[src/rtl/range_counter_sched_if.sv]
// Request/grant bus between the per-channel sequencers and the shared range counter.
interface range_counter_sched_if #(
  parameter int unsigned NREQ = 4,
  parameter int unsigned W    = 4
);
  localparam int unsigned OW = (NREQ > 1) ? $clog2(NREQ) : 1;

  logic [NREQ-1:0]   req;
  logic [NREQ*W-1:0] data;
  logic [NREQ-1:0]   gnt;
  logic [OW-1:0]     owner;
  logic              busy;
  logic [W-1:0]      count;
  logic              done;

  modport master (output req, data, input gnt, owner, busy, count, done);
  modport slave  (input req, data, output gnt, owner, busy, count, done);
endinterface

[src/rtl/range_counter_sched.sv]
// Shares one LO..HI wrapping up-counter among NREQ requesters, one session per grant.
// Define RANGE_SCHED_RR_EN for round-robin arbitration; default is fixed lowest-index priority.
module range_counter_sched #(
  parameter int unsigned NREQ = 4,
  parameter int unsigned W    = 4,
  parameter int unsigned LO   = 3,
  parameter int unsigned HI   = 10
) (
  input  logic                 clk,
  input  logic                 rst,
  range_counter_sched_if.slave bus
);
  localparam int unsigned OW = (NREQ > 1) ? $clog2(NREQ) : 1;

  typedef enum logic {IDLE = 1'b0, RUN = 1'b1} state_t;

  state_t          state, state_nxt;
  logic [W-1:0]    count_q, count_nxt;
  logic [NREQ-1:0] gnt_q, gnt_nxt;
  logic [OW-1:0]   owner_q, owner_nxt;
  logic            busy_q, busy_nxt;
  logic            done_q, done_nxt;
  logic [OW-1:0]   win;
  logic            found;
  logic [W-1:0]    win_data;
  logic [W-1:0]    load_val;
  logic            at_hi;
  int unsigned     idx;
`ifdef RANGE_SCHED_RR_EN
  logic [OW-1:0]   rr_q, rr_nxt;
`endif

  // State and registered outputs
  always_ff @(posedge clk) begin
    if (rst) begin
      state   <= IDLE;
      count_q <= W'(LO);
      gnt_q   <= '0;
      owner_q <= '0;
      busy_q  <= 1'b0;
      done_q  <= 1'b0;
`ifdef RANGE_SCHED_RR_EN
      rr_q    <= '0;
`endif
    end else begin
      state   <= state_nxt;
      count_q <= count_nxt;
      gnt_q   <= gnt_nxt;
      owner_q <= owner_nxt;
      busy_q  <= busy_nxt;
      done_q  <= done_nxt;
`ifdef RANGE_SCHED_RR_EN
      rr_q    <= rr_nxt;
`endif
    end
  end

  // Winner: first asserted request scanning upward from the start point
  always_comb begin
    win   = '0;
    found = 1'b0;
    idx   = 0;
    for (int unsigned i = 0; i < NREQ; i++) begin
`ifdef RANGE_SCHED_RR_EN
      idx = (32'(rr_q) + i) % NREQ;
`else
      idx = i;
`endif
      if (!found && bus.req[idx]) begin
        found = 1'b1;
        win   = OW'(idx);
      end
    end
  end

  assign win_data = bus.data[32'(win)*W +: W];
  assign load_val = (win_data >= W'(LO) && win_data <= W'(HI)) ? win_data : W'(LO);
  assign at_hi    = (count_q == W'(HI));

  // Next state
  always_comb begin
    state_nxt = state;
    case (state)
      IDLE:    if (|bus.req) state_nxt = RUN;
      RUN:     if (at_hi)    state_nxt = IDLE;
      default: state_nxt = IDLE;
    endcase
  end

  // Next values of the registered outputs
  always_comb begin
    count_nxt = count_q;
    gnt_nxt   = '0;
    owner_nxt = owner_q;
    busy_nxt  = busy_q;
    done_nxt  = 1'b0;
`ifdef RANGE_SCHED_RR_EN
    rr_nxt    = rr_q;
`endif
    case (state)
      IDLE: begin
        if (|bus.req) begin
          gnt_nxt   = NREQ'(1) << win;
          owner_nxt = win;
          busy_nxt  = 1'b1;
          count_nxt = load_val;
`ifdef RANGE_SCHED_RR_EN
          rr_nxt    = OW'((32'(win) + 1) % NREQ);
`endif
        end
      end
      RUN: begin
        if (at_hi) begin
          count_nxt = W'(LO);
          done_nxt  = 1'b1;
          busy_nxt  = 1'b0;
        end else begin
          count_nxt = count_q + W'(1);
        end
      end
      default: ;
    endcase
  end

  assign bus.gnt   = gnt_q;
  assign bus.owner = owner_q;
  assign bus.busy  = busy_q;
  assign bus.count = count_q;
  assign bus.done  = done_q;
endmodule
[src/flat_wrapper.sv]
// flat-port wrapper written by rule: the top's interface ports become plain ports
module range_counter_sched_flat 
#(
  parameter int unsigned NREQ = 4,
  parameter int unsigned W    = 4,
  parameter int unsigned LO   = 3,
  parameter int unsigned HI   = 10
)
  (clk, rst, bus_req, bus_data, bus_gnt, bus_owner, bus_busy, bus_count, bus_done);
  range_counter_sched_if #(.NREQ(NREQ), .W(W)) bus_i ();
  input  logic clk;
  input  logic rst;
  input wire logic [$bits(bus_i.req)-1:0] bus_req;
  input wire logic [$bits(bus_i.data)-1:0] bus_data;
  output wire logic [$bits(bus_i.gnt)-1:0] bus_gnt;
  output wire logic [$bits(bus_i.owner)-1:0] bus_owner;
  output wire logic [$bits(bus_i.busy)-1:0] bus_busy;
  output wire logic [$bits(bus_i.count)-1:0] bus_count;
  output wire logic [$bits(bus_i.done)-1:0] bus_done;
  assign bus_i.req = bus_req;
  assign bus_i.data = bus_data;
  assign bus_gnt = bus_i.gnt;
  assign bus_owner = bus_i.owner;
  assign bus_busy = bus_i.busy;
  assign bus_count = bus_i.count;
  assign bus_done = bus_i.done;
  range_counter_sched #(.NREQ(NREQ), .W(W), .LO(LO), .HI(HI)) u_core (.clk(clk), .rst(rst), .bus(bus_i));
endmodule
[config.mk]
export PLATFORM = sky130hd
export DESIGN_NAME = range_counter_sched_flat
export DESIGN_NICKNAME = d
export VERILOG_FILES = /design/src/rtl/range_counter_sched_if.sv /design/src/rtl/range_counter_sched.sv /design/src/flat_wrapper.sv
export SDC_FILE = /design/constraint.sdc
export NUM_CORES = 1
export LEC_CHECK = 0
export ABC_AREA = 1
export CAP_MARGIN = 10
export CORE_AREA = 2 2 39 41
export CTS_BUF_LIST = sky130_fd_sc_hd__clkbuf_8
export CTS_CLUSTER_DIAMETER = 40
export DETAILED_ROUTE_END_ITERATION = 12
export DIE_AREA = 0 0 41 43
export DONT_BUFFER_PORTS = 1
export PLACE_DENSITY = 0.81
export SETUP_SLACK_MARGIN = 0.5
export SYNTH_ARGS = -nofsm -noshare
export SYNTH_HDL_FRONTEND = slang
export SYNTH_SLANG_ARGS = --single-unit
[constraint.sdc]
create_clock -name clk -period 3.4 [get_ports clk]
set_input_delay 0.51 -clock clk [delete_from_list [all_inputs] [get_ports clk]]
set_output_delay 0.51 -clock clk [all_outputs]
set_load 0.03 [all_outputs]
* Word-level counts from Yosys, hierarchy flattened
Index checks and enable logic that the tools add are counted.
Storage, ports and cells: input bits 22, output and inout port bits 12, register bits 13, logic and storage cells 45
Cells by class: bitwise logic cells 2, reductions and logical operators 12, order comparisons 2, equal/unequal tests 3, shifts and indexed selects 2, muxes and demuxes 17, add/sub/neg operators 1
Operator list (number):
- variable part select 16 x 5 -> 4 bit | 1
- two-way mux 4 bit | 3
- two-way mux 1 bit | 9
- case mux 4 bit (2 select lines) | 1
- adder 4 x 1 -> 4 bit, second input constant | 1
- equality test 4 bit, second input constant | 1
- greater-or-equal comparator 4 x 2 -> 1 bit, second input constant | 1
- <= comparator 4 bit, second input constant | 1
- logical AND 1 bit | 4
- two-way mux 2 bit | 2
- case mux 1 bit (2 select lines) | 2
- AND reduction 2 bit | 2
- OR reduction 4 bit | 1
- << shifter 1 x 2 -> 4 bit, first input constant | 1
- logical NOT 1 bit | 3
- OR reduction 3 bit | 1
- != test 2 x 1 -> 1 bit, second input constant | 1
- != test 2 bit, second input constant | 1
- NOT 1 bit | 2
- OR reduction 2 bit | 1

* Logic depth before layout (Yosys ltp)
depth in word-level cells 16, mapped depth 14, gate-level depth less buffers 14

* Worst setup path before layout
Ideal clock, no wire load.
path kind reg2reg, start register u_core.count_q[0], in the netlist u_core.bus.count[0], end register u_core.count_q[0], in the netlist u_core.bus.count[0], cell stages (with the launch flop) 11, data arrival time 1.431 ns, slack 1.854 ns, clock period less this slack 1.546 ns, path through dfxtp_1 -> inv_1 -> ha_1 -> nand2_1 -> nor2_1 -> nor2_1 -> inv_2 -> o21ai_0 -> inv_2 -> nand2_1 -> nand2_1
On the way: word-level cells in the longest chain between the ends 3
Ends and longest elaborated chain:
- start: declaration | RTL line range_counter_sched.sv:18 | logic [W-1:0] count_q, count_nxt;
- start signal: assignment | RTL line range_counter_sched.sv:37 | count_q <= W'(LO);
- start signal: assignment | RTL line range_counter_sched.sv:47 | count_q <= count_nxt;
- adder 4 x 1 -> 4 bit or equality test 4 bit (tied branches) | RTL line range_counter_sched.sv:118, range_counter_sched.sv:78
- two-way mux 4 bit * | RTL line range_counter_sched.sv:113 | if (at_hi) begin
- case mux 4 bit (2 select lines) * | RTL line range_counter_sched.sv:100 | case (state)
Every way passes the cells marked *; elsewhere a longest branch is shown, timed or not. A chain may end at the register's enable or synchronous reset.

* Worst setup path in the final report
Ends and elaborated chain as after synthesis.

==> impl_metrics.tcl <==
set metrics [dict create \
    clock_skew_ns 0.00330 \
    synth.area.mux_share 0 \
    ys_warn_count 0 \
    avgSynthCellArea_um2 6.74 \
    cp-endpoint "u_core.bus.count[0]" \
    detail_route.iter0.violations 15 \
    ctsHtreeMaxLevel 1 \
    syn_inst 129 \
    antenna_found_initial 0 \
    post-route-period-util 0.490 \
    clock_latency_ns 0.24 \
    grt_max_degree 14 \
    synth_top_family_by_area "simple AND/OR/NAND/NOR gates" \
    nets 157 \
    synthSimpleGateAreaFrac 0.452 \
    core-area_um2 1380 \
    drc_errors 0 \
    grt_use_total 0.217 \
    die_w_um 41 \
    synth_edf_count 0 \
    clk_pin_slew_worst_paths_ns 0.06 \
    rows 14 \
    synthTopCellsByArea "dfxtp_1, nand3_1, nand2_1" \
    cts_root_buffer "clkbuf_8" \
    grt_pass1_wl_um 2720 \
    worst_pin_slew_ns 0.437 \
    reg2reg_depth 10 \
    ys_top_cells_by_count "nand2_1, nor2_1, nand3_1" \
    end_kind "flip-flop" \
    synth_compound_area_frac 0.0906 \
    setup_ws_ns 1.73 \
    r2r_start "u_core.bus.count[0]" \
    synth_area_um2 870 \
    setup_viol 0 \
    irDropWorstVdd_mv 0.180 \
    dr.pass1.iters 4 \
    layout-drive-gt1-share 0.242 \
    hpwlAfterDp_um 1320 \
    synth-seq-area-share 0.299 \
    setup_tns_ns 0 \
    dieHeight_um 43 \
    start_util 0.628 \
    final_hold_viol_count 0 \
    crit_type "flip-flop to flip-flop" \
    cts_buffer_depth 2 \
    status "finished clean" \
    power_leakage_nw 0.468 \
    cts_resized 0 \
    synth_top_area_frac 0.299 \
    relSlewSlack 0.708 \
    yosysUniqueCellTypes 18 \
    reg2reg_slack_ns 1.73 \
    synth_fa_ha_area_frac 0.0288 \
    grt-ovfl-total 0 \
    critPathMaxFanout 5 \
    clock_sinks 13 \
    report.final.slew_viol_count 0 \
    powerDensity_nw_per_um2 463 \
    synthXorXnorAreaFrac 0.0201 \
    vias 824 \
    io_pins 34 \
    post_cts_buffers 0 \
    die_area_um2 1760 \
    crit_arrival_ns 1.80 \
    cap_viol_max_count 0 \
    tritoncts "built" \
    ant_nets 0 \
    ctsHoldBuffers 0 \
    startpoint "u_core.bus.count[0]" \
    start_kind "flip-flop" \
    post_drt_via_cell_ratio 5.57 \
    p_total_mw 0.424 \
    wl_per_cell_um 11.1 \
    rsz0062_at_grt "false" \
    reg2reg_to "u_core.bus.count[0]" \
    finalCriticalPeriod_ns 1.67 \
    min_path_type "input pin to flip-flop" \
    syn-num-nets 153 \
    async_flop_share 0 \
    cts_buffers 3 \
    syn_to_final_growth_pct 5.32 \
    synth.largest_area_cell "dfxtp_1" \
    grt_pass1_vias 740 \
    n_antenna_cell 0 \
    dp_worst_setup_slack_ns 1.74 \
    ys.flop_type "dfxtp_1" \
    gp_congestion 0.875 \
    io_buffers 0 \
    drt-total-wl_um 1640 \
    fmax_mhz 600 \
    cp_data_required_time_ns 3.54 \
    synth_seq_cells 13 \
]
-- state kept, by name, indices dropped and copies added (netlist names) --
name              count
u_core.bus.owner      2
u_core.bus.busy       1
u_core.state          1
u_core.bus.done       1
u_core.bus.count      4
u_core.bus.gnt        4
-- kinds of logic (layout without fill, tap and decap cells) --
| family | after synthesis | after routing |
|---|---|---|
| and+or+nand+nor | 76 | 76 |
| DFF | 13 | 13 |
| buffers and inverters | 21 | 24 |
| xor gates and xnor gates | 2 | 2 |
| adders and majority gates | 2 | 2 |
| AOI/OAI and AO/OA | 15 | 15 |
-- critical path, stage by stage, from the launching register on --
cell and delay, ns:
dfxtp_1 0.56, inv_1 0.11, ha_1 0.21, nand2_1 0.06, nor2_1 0.05, nor2_1 0.16
inv_2 0.07, o21ai_0 0.19, inv_2 0.04, nand2_1 0.06, nand2_1 0.04
-- report_power, final --
group	internal, mW	switching, mW	total, mW
sequential	0.164	0.0330	0.197
clock	0.0809	0.0564	0.137
combinational	0.0336	0.0558	0.0895
-- cells in the final DEF (no fill, tap or decap), drive strengths merged --
cell type  instances
a21oi             10
clkbuf             3
clkinv             1
dfxtp             13
ha                 2
inv               20
nand2             32
nand3             23
nand3b             1
nand4              1
nor2              19
o21ai              5
xor2               2
-- worst min path at each step --
stage,cells past startpoint,slack [ns],to,from
3_5_place_dp,2,0.55,u_core.bus.done,u_core.state
4_1_cts,1,0.33,u_core.bus.done,rst
5_1_grt,1,0.33,u_core.bus.busy,rst
2_1_floorplan,2,0.50,u_core.bus.done,u_core.state
6_report,1,0.33,u_core.bus.done,rst
3_3_place_gp,2,0.54,u_core.bus.done,u_core.state
-- through the flow --
step           hold slack [ns]  instance area (um2)  cells  utilization
2_1_floorplan            0.502                  870    129            -
3_3_place_gp             0.537                  870    144        0.628
3_5_place_dp             0.554                  870    144        0.628
4_1_cts                  0.326                  916    148        0.662
5_1_grt                  0.331                  916    148        0.662
6_report                 0.327                  916    148        0.662
-- layer usage --
layer | global-route usage | vias to the layer above | routed length (um)
met5 | 0 | - | 0
met3 | 0.0576 | 6 | 134
met1 | 0.258 | 365 | 644
met4 | 0.140 | 0 | 44
li1 | - | 418 | -
met2 | 0.325 | 35 | 812
-- area by class of cell --
| cell class | count | area [um2] |
|---|---|---|
| inverters | 20 | 75.1 |
| multi-input cells | 95 | 514 |
| clock inverters | 1 | 5.00 |
| clock buffers | 3 | 41.3 |
| well taps | 16 | 20.0 |
| flip-flops and latches | 13 | 260 |
| fillers | 124 | 468 |
Note: power is estimated with default switching activity, not from simulation.
